==> src/rtl/memory_stage_pkg.sv <==
// Shared types for the MEM stage: execute/memory pipe payloads, data-bus request/response, FSM states.
// Latency: n/a (types and pure helper functions only).
// Backpressure: n/a.
package memory_stage_pkg;

  localparam int XLEN = 64;

  // Access size encoding carried on the data bus (bytes = 1 << size).
  typedef enum logic [2:0] {
    MSIZE1 = 3'd0,
    MSIZE2 = 3'd1,
    MSIZE4 = 3'd2,
    MSIZE8 = 3'd3
  } msize_t;

  typedef struct packed {
    logic   memRead;
    logic   memWrite;
    msize_t msize;
    logic   memUnsigned;
  } control_t;

  typedef struct packed {
    logic            valid;
    logic [XLEN-1:0] pc;
    logic [XLEN-1:0] alu_out;
    logic [XLEN-1:0] srcb;
    logic [4:0]      dst;
    control_t        ctl;
  } execute_data_t;

  typedef struct packed {
    logic            valid;
    logic [XLEN-1:0] pc;
    logic [4:0]      dst;
    logic [XLEN-1:0] result;
    control_t        ctl;
    logic            exc_misalign;
  } memory_data_t;

  typedef struct packed {
    logic        valid;
    logic [63:0] addr;
    logic [2:0]  size;
    logic [7:0]  strobe;
    logic [63:0] data;
  } dbus_req_t;

  typedef struct packed {
    logic        addr_ok;
    logic        data_ok;
    logic [63:0] data;
  } dbus_resp_t;

  typedef enum logic [1:0] {
    IDLE = 2'd0,
    BUSY = 2'd1,
    DONE = 2'd2
  } mstate_t;

  // Byte-enable pattern for an access of the given size starting at lane 0.
  function automatic logic [7:0] size_mask(msize_t s);
    case (s)
      MSIZE1:  return 8'h01;
      MSIZE2:  return 8'h03;
      MSIZE4:  return 8'h0f;
      default: return 8'hff;
    endcase
  endfunction

  // Address low bits that must be zero for a naturally aligned access.
  function automatic logic [2:0] align_mask(msize_t s);
    case (s)
      MSIZE1:  return 3'b000;
      MSIZE2:  return 3'b001;
      MSIZE4:  return 3'b011;
      default: return 3'b111;
    endcase
  endfunction

endpackage

==> src/rtl/memory_stage_align.sv <==
// Lane steering for the 8-byte data bus: store data/strobe placement and load extract + extend.
// Latency: purely combinational, 0 cycles.
// Backpressure: none; follows its inputs.
// Ports: offset (byte lane), size, is_unsigned, store_src -> strobe/store_data;
//        load_raw (full bus dword) -> load_data (extended to 64 bits).
module mem_align
  import memory_stage_pkg::*;
(
  input  logic [2:0]  offset,
  input  msize_t      size,
  input  logic        is_unsigned,
  input  logic [63:0] store_src,
  input  logic [63:0] load_raw,
  output logic [7:0]  strobe,
  output logic [63:0] store_data,
  output logic [63:0] load_data
);

  logic [5:0]  shamt;
  logic [63:0] lane;

  assign shamt      = {offset, 3'b000};
  assign strobe     = size_mask(size) << offset;
  // Operand is placed in its byte lane; bytes outside the strobe are don't-care.
  assign store_data = store_src << shamt;
  assign lane       = load_raw >> shamt;

  always_comb begin
    load_data = lane;
    case (size)
      MSIZE1:  load_data = is_unsigned ? {56'b0, lane[7:0]}  : {{56{lane[7]}},  lane[7:0]};
      MSIZE2:  load_data = is_unsigned ? {48'b0, lane[15:0]} : {{48{lane[15]}}, lane[15:0]};
      MSIZE4:  load_data = is_unsigned ? {32'b0, lane[31:0]} : {{32{lane[31]}}, lane[31:0]};
      default: load_data = lane;
    endcase
  end

endmodule

==> src/rtl/memory_stage.sv <==
// MEM stage: one data-bus access per load/store, load extend, store strobes; ALU ops pass through.
// Latency: non-memory ops 0 cycles; memory ops issue cycle n, result at n+1+bus waits.
// Backpressure: stallM holds IF..EX (dataE stable) from issue until the bus returns data_ok.
// Ports: clk, reset (sync, active-high), dataE (from execute), dreq/dresp (data bus),
//        stallM (front-end hold), dataM (to writeback).
// Build option: MEM_MISALIGN_TRAP_EN traps misaligned accesses instead of force-aligning them.
module memory_stage
  import memory_stage_pkg::*;
(
  input  logic          clk,
  input  logic          reset,
  input  execute_data_t dataE,
  output dbus_req_t     dreq,
  input  dbus_resp_t    dresp,
  output logic          stallM,
  output memory_data_t  dataM
);

  mstate_t     state, state_n;
  logic [63:0] rdata_q;
  logic        memop;
  logic        is_load;
  logic        is_store;
  logic        trap;
  logic        capture;
  logic [63:0] addr;
  logic [7:0]  lane_strobe;
  logic [63:0] lane_wdata;
  logic [63:0] load_data;
  logic        unused_ok;

  assign memop    = dataE.valid & (dataE.ctl.memRead | dataE.ctl.memWrite);
  // Both flags set is treated as a load.
  assign is_load  = dataE.ctl.memRead;
  assign is_store = dataE.ctl.memWrite & ~dataE.ctl.memRead;

`ifdef MEM_MISALIGN_TRAP_EN
  logic misaligned;
  assign misaligned = |(dataE.alu_out[2:0] & align_mask(dataE.ctl.msize));
  assign addr       = dataE.alu_out;
  assign trap       = memop & misaligned;
`else
  // Low address bits below the access size are dropped so the bus always sees aligned requests.
  assign addr = {dataE.alu_out[63:3], dataE.alu_out[2:0] & ~align_mask(dataE.ctl.msize)};
  assign trap = 1'b0;
`endif

  // The bus handshake only needs data_ok; addr_ok is informational here.
  assign unused_ok = dresp.addr_ok;

  mem_align u_align (
    .offset     (addr[2:0]),
    .size       (dataE.ctl.msize),
    .is_unsigned(dataE.ctl.memUnsigned),
    .store_src  (dataE.srcb),
    .load_raw   (rdata_q),
    .strobe     (lane_strobe),
    .store_data (lane_wdata),
    .load_data  (load_data)
  );

  // data_ok may arrive in the issue cycle itself, so capture from IDLE as well as BUSY.
  assign capture = dresp.data_ok & (((state == IDLE) & memop & ~trap) | (state == BUSY));

  always_ff @(posedge clk) begin
    if (reset) begin
      state   <= IDLE;
      rdata_q <= '0;
    end else begin
      state <= state_n;
      if (capture) begin
        rdata_q <= dresp.data;
      end
    end
  end

  always_comb begin
    state_n = state;

    // Request fields come straight from dataE, which the stall keeps stable while BUSY.
    dreq.valid  = 1'b0;
    dreq.addr   = addr;
    dreq.size   = dataE.ctl.msize;
    dreq.strobe = is_store ? lane_strobe : 8'h00;
    dreq.data   = is_store ? lane_wdata  : 64'h0;

    stallM = 1'b0;

    dataM.valid        = 1'b0;
    dataM.pc           = dataE.pc;
    dataM.dst          = dataE.dst;
    dataM.result       = '0;
    dataM.ctl          = dataE.ctl;
    dataM.exc_misalign = 1'b0;

    case (state)
      IDLE: begin
        if (trap) begin
          dataM.valid        = 1'b1;
          dataM.result       = dataE.alu_out;
          dataM.exc_misalign = 1'b1;
        end else if (memop) begin
          dreq.valid = 1'b1;
          stallM     = 1'b1;
          state_n    = dresp.data_ok ? DONE : BUSY;
        end else begin
          dataM.valid  = dataE.valid;
          dataM.result = dataE.alu_out;
        end
      end
      BUSY: begin
        dreq.valid = 1'b1;
        stallM     = 1'b1;
        if (dresp.data_ok) begin
          state_n = DONE;
        end
      end
      DONE: begin
        // Stall drops here so dataE advances on this edge as dataM retires.
        dataM.valid  = 1'b1;
        dataM.result = is_load ? load_data : 64'h0;
        state_n      = IDLE;
      end
      default: begin
        state_n = IDLE;
      end
    endcase
  end

endmodule
==> config.mk <==
export PLATFORM = sky130hd
export DESIGN_NAME = memory_stage
export DESIGN_NICKNAME = d
export VERILOG_FILES = /design/src/rtl/memory_stage_pkg.sv /design/src/rtl/memory_stage_align.sv /design/src/rtl/memory_stage.sv
export SDC_FILE = /design/constraint.sdc
export NUM_CORES = 1
export LEC_CHECK = 0
export BUFFER_PORTS_ARGS = -buffer_cell sky130_fd_sc_hd__buf_2
export CORE_AREA = 2 2 217 219
export CTS_CLUSTER_SIZE = 12
export DETAILED_ROUTE_END_ITERATION = 12
export DIE_AREA = 0 0 219 221
export PLACE_DENSITY = 0.48
export SKIP_LAST_GASP = 1
export SLEW_MARGIN = 20
export SYNTH_ARGS = -nofsm -noshare
export SYNTH_HDL_FRONTEND = slang
export SYNTH_HIERARCHICAL = 1
export SYNTH_SLANG_ARGS = --single-unit
==> constraint.sdc <==
create_clock -name clk -period 5.24 [get_ports clk]
set_input_delay 0.786 -clock clk [delete_from_list [all_inputs] [get_ports clk]]
set_output_delay 0.786 -clock clk [all_outputs]
set_load 0.01 [all_outputs]
# Word level (Yosys, flattened, before mapping)
# Cells that the tools add are included.
# op_classes
bitwise_logic,9
shifts,3
eq_ne,6
muxes,19
n_reduce_logical,3
# op_table
op,n
64-bit 2-to-1 mux,6
64-bit one-hot mux with 3 select lines,1
64-bit one-hot mux with 2 select lines,1
64-bit by 6-bit << shifter with 64-bit output,1
64-bit by 6-bit >> shifter with 64-bit output,1
8-bit one-hot mux with 3 select lines,1
3-bit one-hot mux with 3 select lines,1
8-bit 2-to-1 mux,1
8-bit by 3-bit << shifter with 8-bit output,1
2-bit 2-to-1 mux,3
1-bit bitwise AND,4
2-bit inequality test (second input constant),2
1-bit one-hot mux with 2 select lines,2
2-bit one-hot mux with 2 select lines,1
3-bit bitwise AND,1
3-bit by 1-bit equality test with 1-bit output (second input constant),1
3-bit by 2-bit equality test with 1-bit output (second input constant),1
3-bit zero test,1
3-bit inverter,1
2-bit by 1-bit equality test with 1-bit output (second input constant),1
2-bit equality test (second input constant),1
2-bit zero test,1
1-bit 2-to-1 mux,2
1-bit bitwise OR,2
2 further kinds,2
# totals
ff_bits,66
output_inout_bits,282
word_cells,42
inputBits,272

# Logic depth before layout (Yosys ltp)
# Gate-level depths: netlist of run 1.
# depth
depth_word,9
mapped_depth,11
mapped_depth_nobuf,7

# Modules after synthesis
# The synthesis of run 1 kept the hierarchy.
# by_module_without_submodules
module,instances,seq_area_each_um2,cells_per_inst,area_each_um2
memory_stage,1,1321.3,595,5267.6
mem_align,1,0.0,606,4365.4

# Least setup slack after synthesis of run 1
# Ideal clock, no wire load.
# synth_path
path_type,in2out
from,input dataE[3] (netlist name)
to,output dataM[10] (netlist name)
required_ns,4.454
n_path_buf,3
path_slack_ns,1.498
stages,7
t_arrival_ns,2.956
cell_sequence,nor4b_1 -> clkbuf_2 -> buf_4 -> buf_4 -> mux4_2 -> mux2_2 -> a22o_1
# synth_lines
element,line_no,source
from (decl),memory_stage.sv:12,"input execute_data_t dataE,"
to (decl),memory_stage.sv:16,output memory_data_t dataM

==> impl_summary.md, run 1 <==
STA
The final setup TNS is 0 ns. The number of endpoints with negative hold slack in the final report is 0. On the final layout, the worst clock skew is 0.00583 ns.

The transition time at the pin with the least slew margin is 0.936 ns. The worst slew margin relative to its limit is 37.6%. The max-slew violation count is 0. Setup slack on the critical path of the routed design comes to 0.653 ns. The final critical path takes up 87.5% of the cycle.

The post-route minimum period is 4.59 ns. The final-report setup violation count is 0. The maximum achievable frequency is 218 MHz. Setup repair after global routing left no endpoint under its margin.

CTS
Buffers inserted during clock tree synthesis total 9. The root buffer cell chosen for the clock tree is sky130_fd_sc_hd__clkbuf_16. The number of hold buffers added after CTS was 0.

In this run, post-CTS repair resized a total of 0 instances. The maximum root-to-sink buffer count is 2. The number of setup buffers added after CTS is 0.

TritonCTS built the clock tree. The clock sink total is 66. Clock latency on the worst-skew pair, taken at its later pin, is 0.33 ns. After clock tree synthesis, the clock-pin slew on the worst setup and hold paths is 0.06 ns.

The H-tree was split into 3 levels.

Yosys
The netlist area before placement is 0.00963 sq mm. The most repeated cell in the gate-level netlist after synthesis is sky130_fd_sc_hd__mux2i_1. Of all flip-flops after synthesis, the portion carrying an async set or reset was 0%. Counting instances in the post-synthesis netlist gives the leading cell types as 167 x sky130_fd_sc_hd__mux2i_1, 163 x sky130_fd_sc_hd__buf_4, 132 x sky130_fd_sc_hd__nand2b_1, 84 x sky130_fd_sc_hd__nor2_1, 80 x sky130_fd_sc_hd__and2_1.

Summing the sequential cell areas from Yosys gives 13.7% of the chip area. The most common flop cell mapped by yosys is sky130_fd_sc_hd__dfxtp_1. The net count after synthesis is 1473.

After synthesis, the largest area contributor takes up 17.4% of total cell area. Counting flops and latches in the post-synthesis netlist gives 66. The mean instance size in the synthesized netlist is 8.02 sq um.

The number of enable-type register cells in the synthesized netlist is 0. The number of warnings issued by yosys is 6. By area the synthesized netlist is led by sky130_fd_sc_hd__mux2i_1 17%, sky130_fd_sc_hd__dfxtp_1 14%, sky130_fd_sc_hd__buf_4 13%, sky130_fd_sc_hd__nand2b_1 8.6%, sky130_fd_sc_hd__mux2_2 7.0%. The number of distinct library cell variants in the gate-level netlist after synthesis is 56.

The post-synthesis cell count is 1201. The cell taking the most area after synthesis is sky130_fd_sc_hd__mux2i_1.

Power
For this design the ratio of total power to cell area is 179 mW/mm^2. The register share of total power is 28.5%. The share of total power in combinational logic is 39.3%.

The clock network accounts for 32.1% of the total power. Cell internal power was estimated by the tool at 1310 uW. Across the VDD grid, the largest voltage drop is 167 uV. For this design the total switching power over the nets is 703 uW. The static leakage is 0.00491 uW. The sum of internal, switching and leakage power is 2010 uW. The fraction of power spent switching nets is 34.9%.

Setup path
The dominant cell type by count on the critical path is sky130_fd_sc_hd__buf_2. The slowest stage of the critical path is the sky130_fd_sc_hd__nor3b_2 cell. In this design, the largest share of critical-path delay is due to simple AND/OR/NAND/NOR gates.

The stage delay of the slowest cell on the critical path is 0.66 ns. Of all nets on the critical path, the largest fanout is 37. The worst setup path category is in -> out. For the worst setup path, the data arrival time is 3.80 ns. The required time of the worst setup path is 4.45 ns. The signal on the critical path passes through buf_2, nor3b_2, buf_4, mux2_2, a22oi_1, or3_1, nand4_1, a22o_1, buf_2.

STA classifies the critical path endpoint as an output port. STA classifies the critical path startpoint as an input port. The buffers plus inverters on the worst setup path is 3.

Routing
The pre-antenna-repair detailed-routing pass consisted of 5 iterations. The via count normalized by instance count is 4.77. The wire length reported by the detailed router is 43.6 mm. The number of routed nets with antenna violations is 0. For this block, the via count after detailed routing is 9592. For this block, the initial DRC count from the detailed router was 715. In the routed design, unresolved DRC markers number 0. Dividing the detail-routed wire length by the instance count gives 21.7 microns.

Floorplanning
The initial core utilization is 20.9%. From bottom edge to top edge, the die measures 221 microns. The core outline area is 0.0461 sq mm. For this design the top-level I/O count stands at 554. The placement row count is 79. The area enclosed by the die boundary is 0.0484 sq mm. The die width is 219 microns.

Final layout
The net count of the finished layout is 1663. Cells with a size suffix above 1 make up 38.6% of the layout. Once layout is done, the placed cells without fillers occupy 0.0113 sq mm. Relative to the synthesized area, the layout overhead comes to 17.0%.

GRT
The number of global-route vias before repair is 8942. The global-route usage over all layers is 16.9%. The first global-routing pass estimated 61.0 mm of wire. The global-route congestion overflow total is 0. The number of antenna violations at the first check in global routing came to 28. Entering global routing, the biggest net connects 123 pins.

Placed design
Timing analysis after detailed placement gives a worst setup slack of 0.693 ns. Input and output buffers added on the ports amount to 413. At the end of routability-driven placement, the weighted congestion stood at 0.856.

After detailed placement, the total cell area comes to 0.0109 sq mm. The detailed placer's ending HPWL is 35.3 mm.

Run status
The flow ran to the end, and the final reports show no timing, DRC or antenna violations.

Job
The tool flagged a number of max-cap violations equal to 0.

Worst hold path
The path category of the worst min-delay check is reg -> reg.
-- registers in the layout, indices dropped and copies added, names as in the netlist --
| register | cells |
|---|---|
| state | 2 |
| rdata_q | 64 |
-- path summary, 6_finish.rpt --
kind	start	end	slack, ns	depth (start not counted)
setup / recovery	dataE[3]	dataM[51]	0.65	9
hold / removal	rdata_q[3]	rdata_q[3]	0.48	2
setup reg to reg	state[0]	rdata_q[38]	3.17	3
hold reg to reg	rdata_q[3]	rdata_q[3]	0.48	2
-- layout by cell type, fill, tap and decap left out, types with 8 or more instances in the layout --
cell type                   netlist  layout
sky130_fd_sc_hd__a211oi_1         9       8
sky130_fd_sc_hd__a21oi_1         49      49
sky130_fd_sc_hd__a22o_1          64      64
sky130_fd_sc_hd__a22oi_1         14      14
sky130_fd_sc_hd__and2_1          80      80
sky130_fd_sc_hd__buf_2           42     413
sky130_fd_sc_hd__buf_4          163      21
sky130_fd_sc_hd__clkbuf_16        0       9
sky130_fd_sc_hd__dfxtp_1         66      66
sky130_fd_sc_hd__diode_2          0      11
sky130_fd_sc_hd__mux2_2          60      60
sky130_fd_sc_hd__mux2i_1        167     167
sky130_fd_sc_hd__mux4_2           9       9
sky130_fd_sc_hd__nand2_1         43      43
sky130_fd_sc_hd__nand2b_1       132     132
sky130_fd_sc_hd__nand4_1         25      25
sky130_fd_sc_hd__nor2_1          84      83
sky130_fd_sc_hd__nor2b_1         12      10
sky130_fd_sc_hd__o211ai_1        15      15
sky130_fd_sc_hd__o21ai_0         12      12
sky130_fd_sc_hd__o22ai_1         27      27
sky130_fd_sc_hd__or3_1            8       8
-- power by group through the flow --
stage / logic, uW / registers [uW] / clock network [uW]
floorplan: 588 / 560 / 0
global placement: 790 / 583 / 0
detailed placement: 794 / 583 / 0
CTS: 797 / 573 / 660
global route: 857 / 577 / 674
finish: 791 / 574 / 647
-- through the flow --
stage / instances / util, % / hold WS (ns)
final: 2013 / 24.5 / 0.480
after global routing: 2004 / 24.4 / 0.497
after CTS: 2002 / 24.4 / 0.477
after detailed placement: 1987 / 23.7 / 0.462
after global placement: 1987 / 23.7 / 0.463
after floorplan: 1201 / - / 0.446
-- kinds of logic after synthesis --
kind of cell / after synthesis / share of synthesized area, %
DFF: 66 / 13.7
AOI/OAI and AO/OA: 231 / 17.6
buffers and inverters: 262 / 18.9
other: 1 / 0.0389
muxes: 237 / 26.6
and+or+nand+nor: 404 / 23.2
-- area by class of cell --
type                       count  area, sq um
antenna                       11         27.5
clock buffer                  10          239
clock inverter                 5         78.8
fill                        5185        34800
inverter                       4         15.0
multi-input combinational    873         6550
sequential                    66         1320
tap                          607          759
timing repair buffer         437         2280
-- layer usage --
metal / vias to the layer above / global-route usage, % / part of all wire [%]
met4: 20 / 4.99 / 2.8
met1: 4542 / 21.4 / 43
met3: 83 / 5.51 / 9.1
li1: 4522 / - / -
met2: 425 / 27.1 / 45
met5: - / 0 / 0.30
-- worst reg2reg max path, stage by stage (launching register included) --
cell	delay (ns)
sky130_fd_sc_hd__dfxtp_1	0.47
sky130_fd_sc_hd__o211a_4	0.66
sky130_fd_sc_hd__buf_4	0.61
sky130_fd_sc_hd__mux2i_1	0.26
Note: power is estimated with default switching activity, not from simulation.
==> run 2, diff against run 1 <==
--- a/config.mk
+++ b/config.mk
@@ -7,6 +7,7 @@
 export LEC_CHECK = 0
 export BUFFER_PORTS_ARGS = -buffer_cell sky130_fd_sc_hd__buf_2
 export CORE_AREA = 2 2 217 219
+export CTS_CLUSTER_DIAMETER = 150
 export CTS_CLUSTER_SIZE = 12
 export DETAILED_ROUTE_END_ITERATION = 12
 export DIE_AREA = 0 0 219 221
==> constraint.sdc (replaced) <==
create_clock -name clk -period 5.5 [get_ports clk]
set_input_delay 0.825 -clock clk [delete_from_list [all_inputs] [get_ports clk]]
set_output_delay 0.825 -clock clk [all_outputs]
set_load 0.01 [all_outputs]
==> run 2 against run 1 <==
  * Highest routed layer unchanged
  * Via count is 0.90% higher
  * Largest cell class unchanged
  * Die area stayed put
  * Flip-flop and latch count stayed put
==> impl_summary.md, run 2 (synthesis results as in run 1) <==
Routing
The wire length reported by the detailed router is 43.8 mm (+0.43%). The average routed wire per standard cell came to 21.8 microns (+0.38%). The total vias in the final route is 9678 (+0.90%). The violation count after the first detailed-routing iteration was 576 (-19%). The via count normalized by instance count came to 4.81 (+0.85%). The number of routed nets with antenna violations is 0 (unchanged). The first-pass iteration count of the detailed router was 5 (unchanged). The post-detailed-route DRC marker count is 0 (unchanged).

Power
The sum of internal, switching and leakage power came to 2000 uW (-0.85%). The power per cell area is 176 mW/mm^2 (-1.3%). The part of the power in the clock network is 34.7% (+2.6 points).

The maximum vdd drop came to 160 uV (-4.2%). The static leakage is 0.00493 uW (+0.45%). The fraction of power spent switching nets is 33.4% (-1.5 points). The internal power is 1330 uW (+1.4%).

The share of total power in combinational logic is 37.9% (-1.4 points). The register share of total power is 27.5% (-1.0 points). The switching power total is 667 uW (-5.1%).

Floorplanning
The die width is 219 microns (unchanged). The overall die height is 221 microns (unchanged). The number of primary I/O pins was 554 (unchanged). The area enclosed by the die boundary was 0.0484 sq mm (unchanged).

The placement row count was 79 (unchanged). The initial core utilization is 20.9% (unchanged). The core outline area is 0.0461 sq mm (unchanged).

CTS
The clock tree root buffer cell is sky130_fd_sc_hd__clkbuf_16. The maximum root-to-sink buffer count is 2 (unchanged). The number of H-tree branching levels is 3 (unchanged). The later-pin clock latency in the skew report is 0.33 ns (about the same). TritonCTS built the clock tree.

The clock buffer count from CTS is 9 (unchanged). The post-cts repair resize count is 0 (unchanged). The number of hold buffers added after CTS is 0 (unchanged). The clock slew seen by the registers of the worst setup and hold paths is 0.06 ns (about the same).

The total setup buffers inserted after CTS is 0 (unchanged). The clock sink total came to 66 (unchanged).

Final layout
The fraction of layout cells with a size suffix above 1 came to 38.6% (about the same). The net count of the finished layout is 1664 (+0.060%). In the final layout, the registers with the most flip-flops are rdata_q (64), state (2). Ranked by flip-flop count, first place goes to rdata_q.

In the layout the commonest cells are 413 x sky130_fd_sc_hd__buf_2, 167 x sky130_fd_sc_hd__mux2i_1, 132 x sky130_fd_sc_hd__nand2b_1, 83 x sky130_fd_sc_hd__nor2_1, 80 x sky130_fd_sc_hd__and2_1. Relative to the synthesized area, the layout overhead comes to 17.5%. The number of flip-flops in the largest register is 64 (unchanged).

Leaving out fill and tap cells, the most frequent cell in the layout is sky130_fd_sc_hd__buf_2. The area of all sequential standard cells came to 0.00132 sq mm (unchanged). The area of the multi-input gates is 0.00655 sq mm (unchanged).

The number of filler instances in the final layout is 5096 (-1.7%).

GRT
The global-route congestion overflow total was 0 (unchanged). The pin count of the biggest net entering global routing was 131 (+6.5%). The first-pass GRT wire length is 62.5 mm (+2.3%). The number of antenna violations at the first check in global routing is 27 (-3.6%). The number of global-route vias before repair is 9180 (+2.7%). The global-route usage over all layers is 17.2% (+0.27 points).

STA
The worst slew margin relative to its limit came to 36.6% (-1.1 points). Setup repair after global routing left no endpoint under its margin. The transition time at the pin with the least slew margin was 0.952 ns (+0.0158 ns). The max-slew violation count is 0 (unchanged). The final clock skew is 0.00361 ns (-0.00222 ns).

The final-report setup violation count came to 0 (unchanged). The final setup TNS is 0 ns (unchanged). In the finished design, the share of the clock period the worst path needs comes to 82.9%. The maximum achievable frequency is 219 MHz. The number of endpoints with negative hold slack in the final report is 0 (unchanged). The post-route minimum period is 4.56 ns.

Setup path
The stage delay of the slowest cell on the critical path was 0.65 ns (about the same). The nature of the critical path endpoint is an output port. On the critical path, the stage with the largest delay is an instance of sky130_fd_sc_hd__a211oi_4. The maximum fanout count along the critical path came to 33 (-11%).

The worst path arrival time is 3.74 ns (-0.06 ns). The required time of the worst setup path was 4.68 ns (+0.23 ns). The worst setup path category is in -> out.

The dominant cell type by count on the critical path is sky130_fd_sc_hd__buf_2. STA classifies the critical path startpoint as an input port. Walking the worst path, the cells encountered are buf_2, a211oi_4, mux2_4, a32o_1, o21ai_4, buf_12, nand4_1, a22o_1, buf_2.

Run status
The run finished with clean final reports.

Placed design
The quantity of I/O buffers inserted on ports came to 413 (unchanged). The detailed placer's ending HPWL is 35.1 mm (-0.36%). The final RePlAce weighted congestion is 0.860 (+0.41%).

Worst hold path
The path category of the worst min-delay check is reg -> reg.

Job
The max-cap violation count was 0 (unchanged).
-- run 2: cell types whose count changed in the layout (fill, tap and decap cells not counted), sizes merged --
cell,delta
bufinv,+2
clkinv,-3
clkinvlp,+1
buf,+1
-- run 2: final cells by class --
class	instances	share of cell area, %
multi-input cells	873	57.8
repair buffers	438	20.2
flip-flops and latches	66	11.7
well taps	607	6.71
clock buffers	10	2.02
clock inverters	5	1.13
diodes	11	0.243
inverters	4	0.133
-- run 2: routing by layer --
layer  up-vias  part of all wire (%)  track usage [%]
li1       4527                     -                -
met1      4612                    43             22.0
met2       442                    45             27.6
met3        77                   8.6             4.98
met4        20                   2.9             5.23
met5         -                  0.30                0
-- run 2: stage by stage --
stage	hold WS [ns]	setup WS (ns)	instances	area [sq um]	utilization (%)
after floorplan	0.446	1.68	1201	9630	-
after global placement	0.464	1.03	1988	10900	23.7
after detailed placement	0.467	0.962	1988	10900	23.7
after CTS	0.484	0.960	2003	11300	24.5
after global routing	0.506	0.829	2004	11300	24.5
final	0.482	0.939	2014	11300	24.6
-- run 2: path summary, 6_finish.rpt --
path / endpoint / slack [ns] / cells past startpoint / startpoint
setup reg to reg: rdata_q[62] / 3.46 / 3 / state[0]
hold reg to reg: rdata_q[6] / 0.48 / 2 / rdata_q[6]
hold / removal: rdata_q[6] / 0.48 / 2 / rdata_q[6]
setup / recovery: dataM[44] / 0.94 / 9 / dataE[2]
-- run 2: power groups by stage --
stage / logic (uW) / clock network [uW] / registers (uW)
6_report: 756 / 692 / 548
5_1_grt: 821 / 725 / 550
4_1_cts: 761 / 707 / 546
3_5_place_dp: 757 / 0 / 556
3_3_place_gp: 753 / 0 / 556
2_1_floorplan: 560 / 0 / 534
-- run 2: worst max-delay path: cells and delay by family --
| family | cells | cell delay, ns |
|---|---|---|
| compound gates | 4 | 1.66 |
| mux | 1 | 0.36 |
| buf+inv | 3 | 0.64 |
| simple gates | 1 | 0.23 |
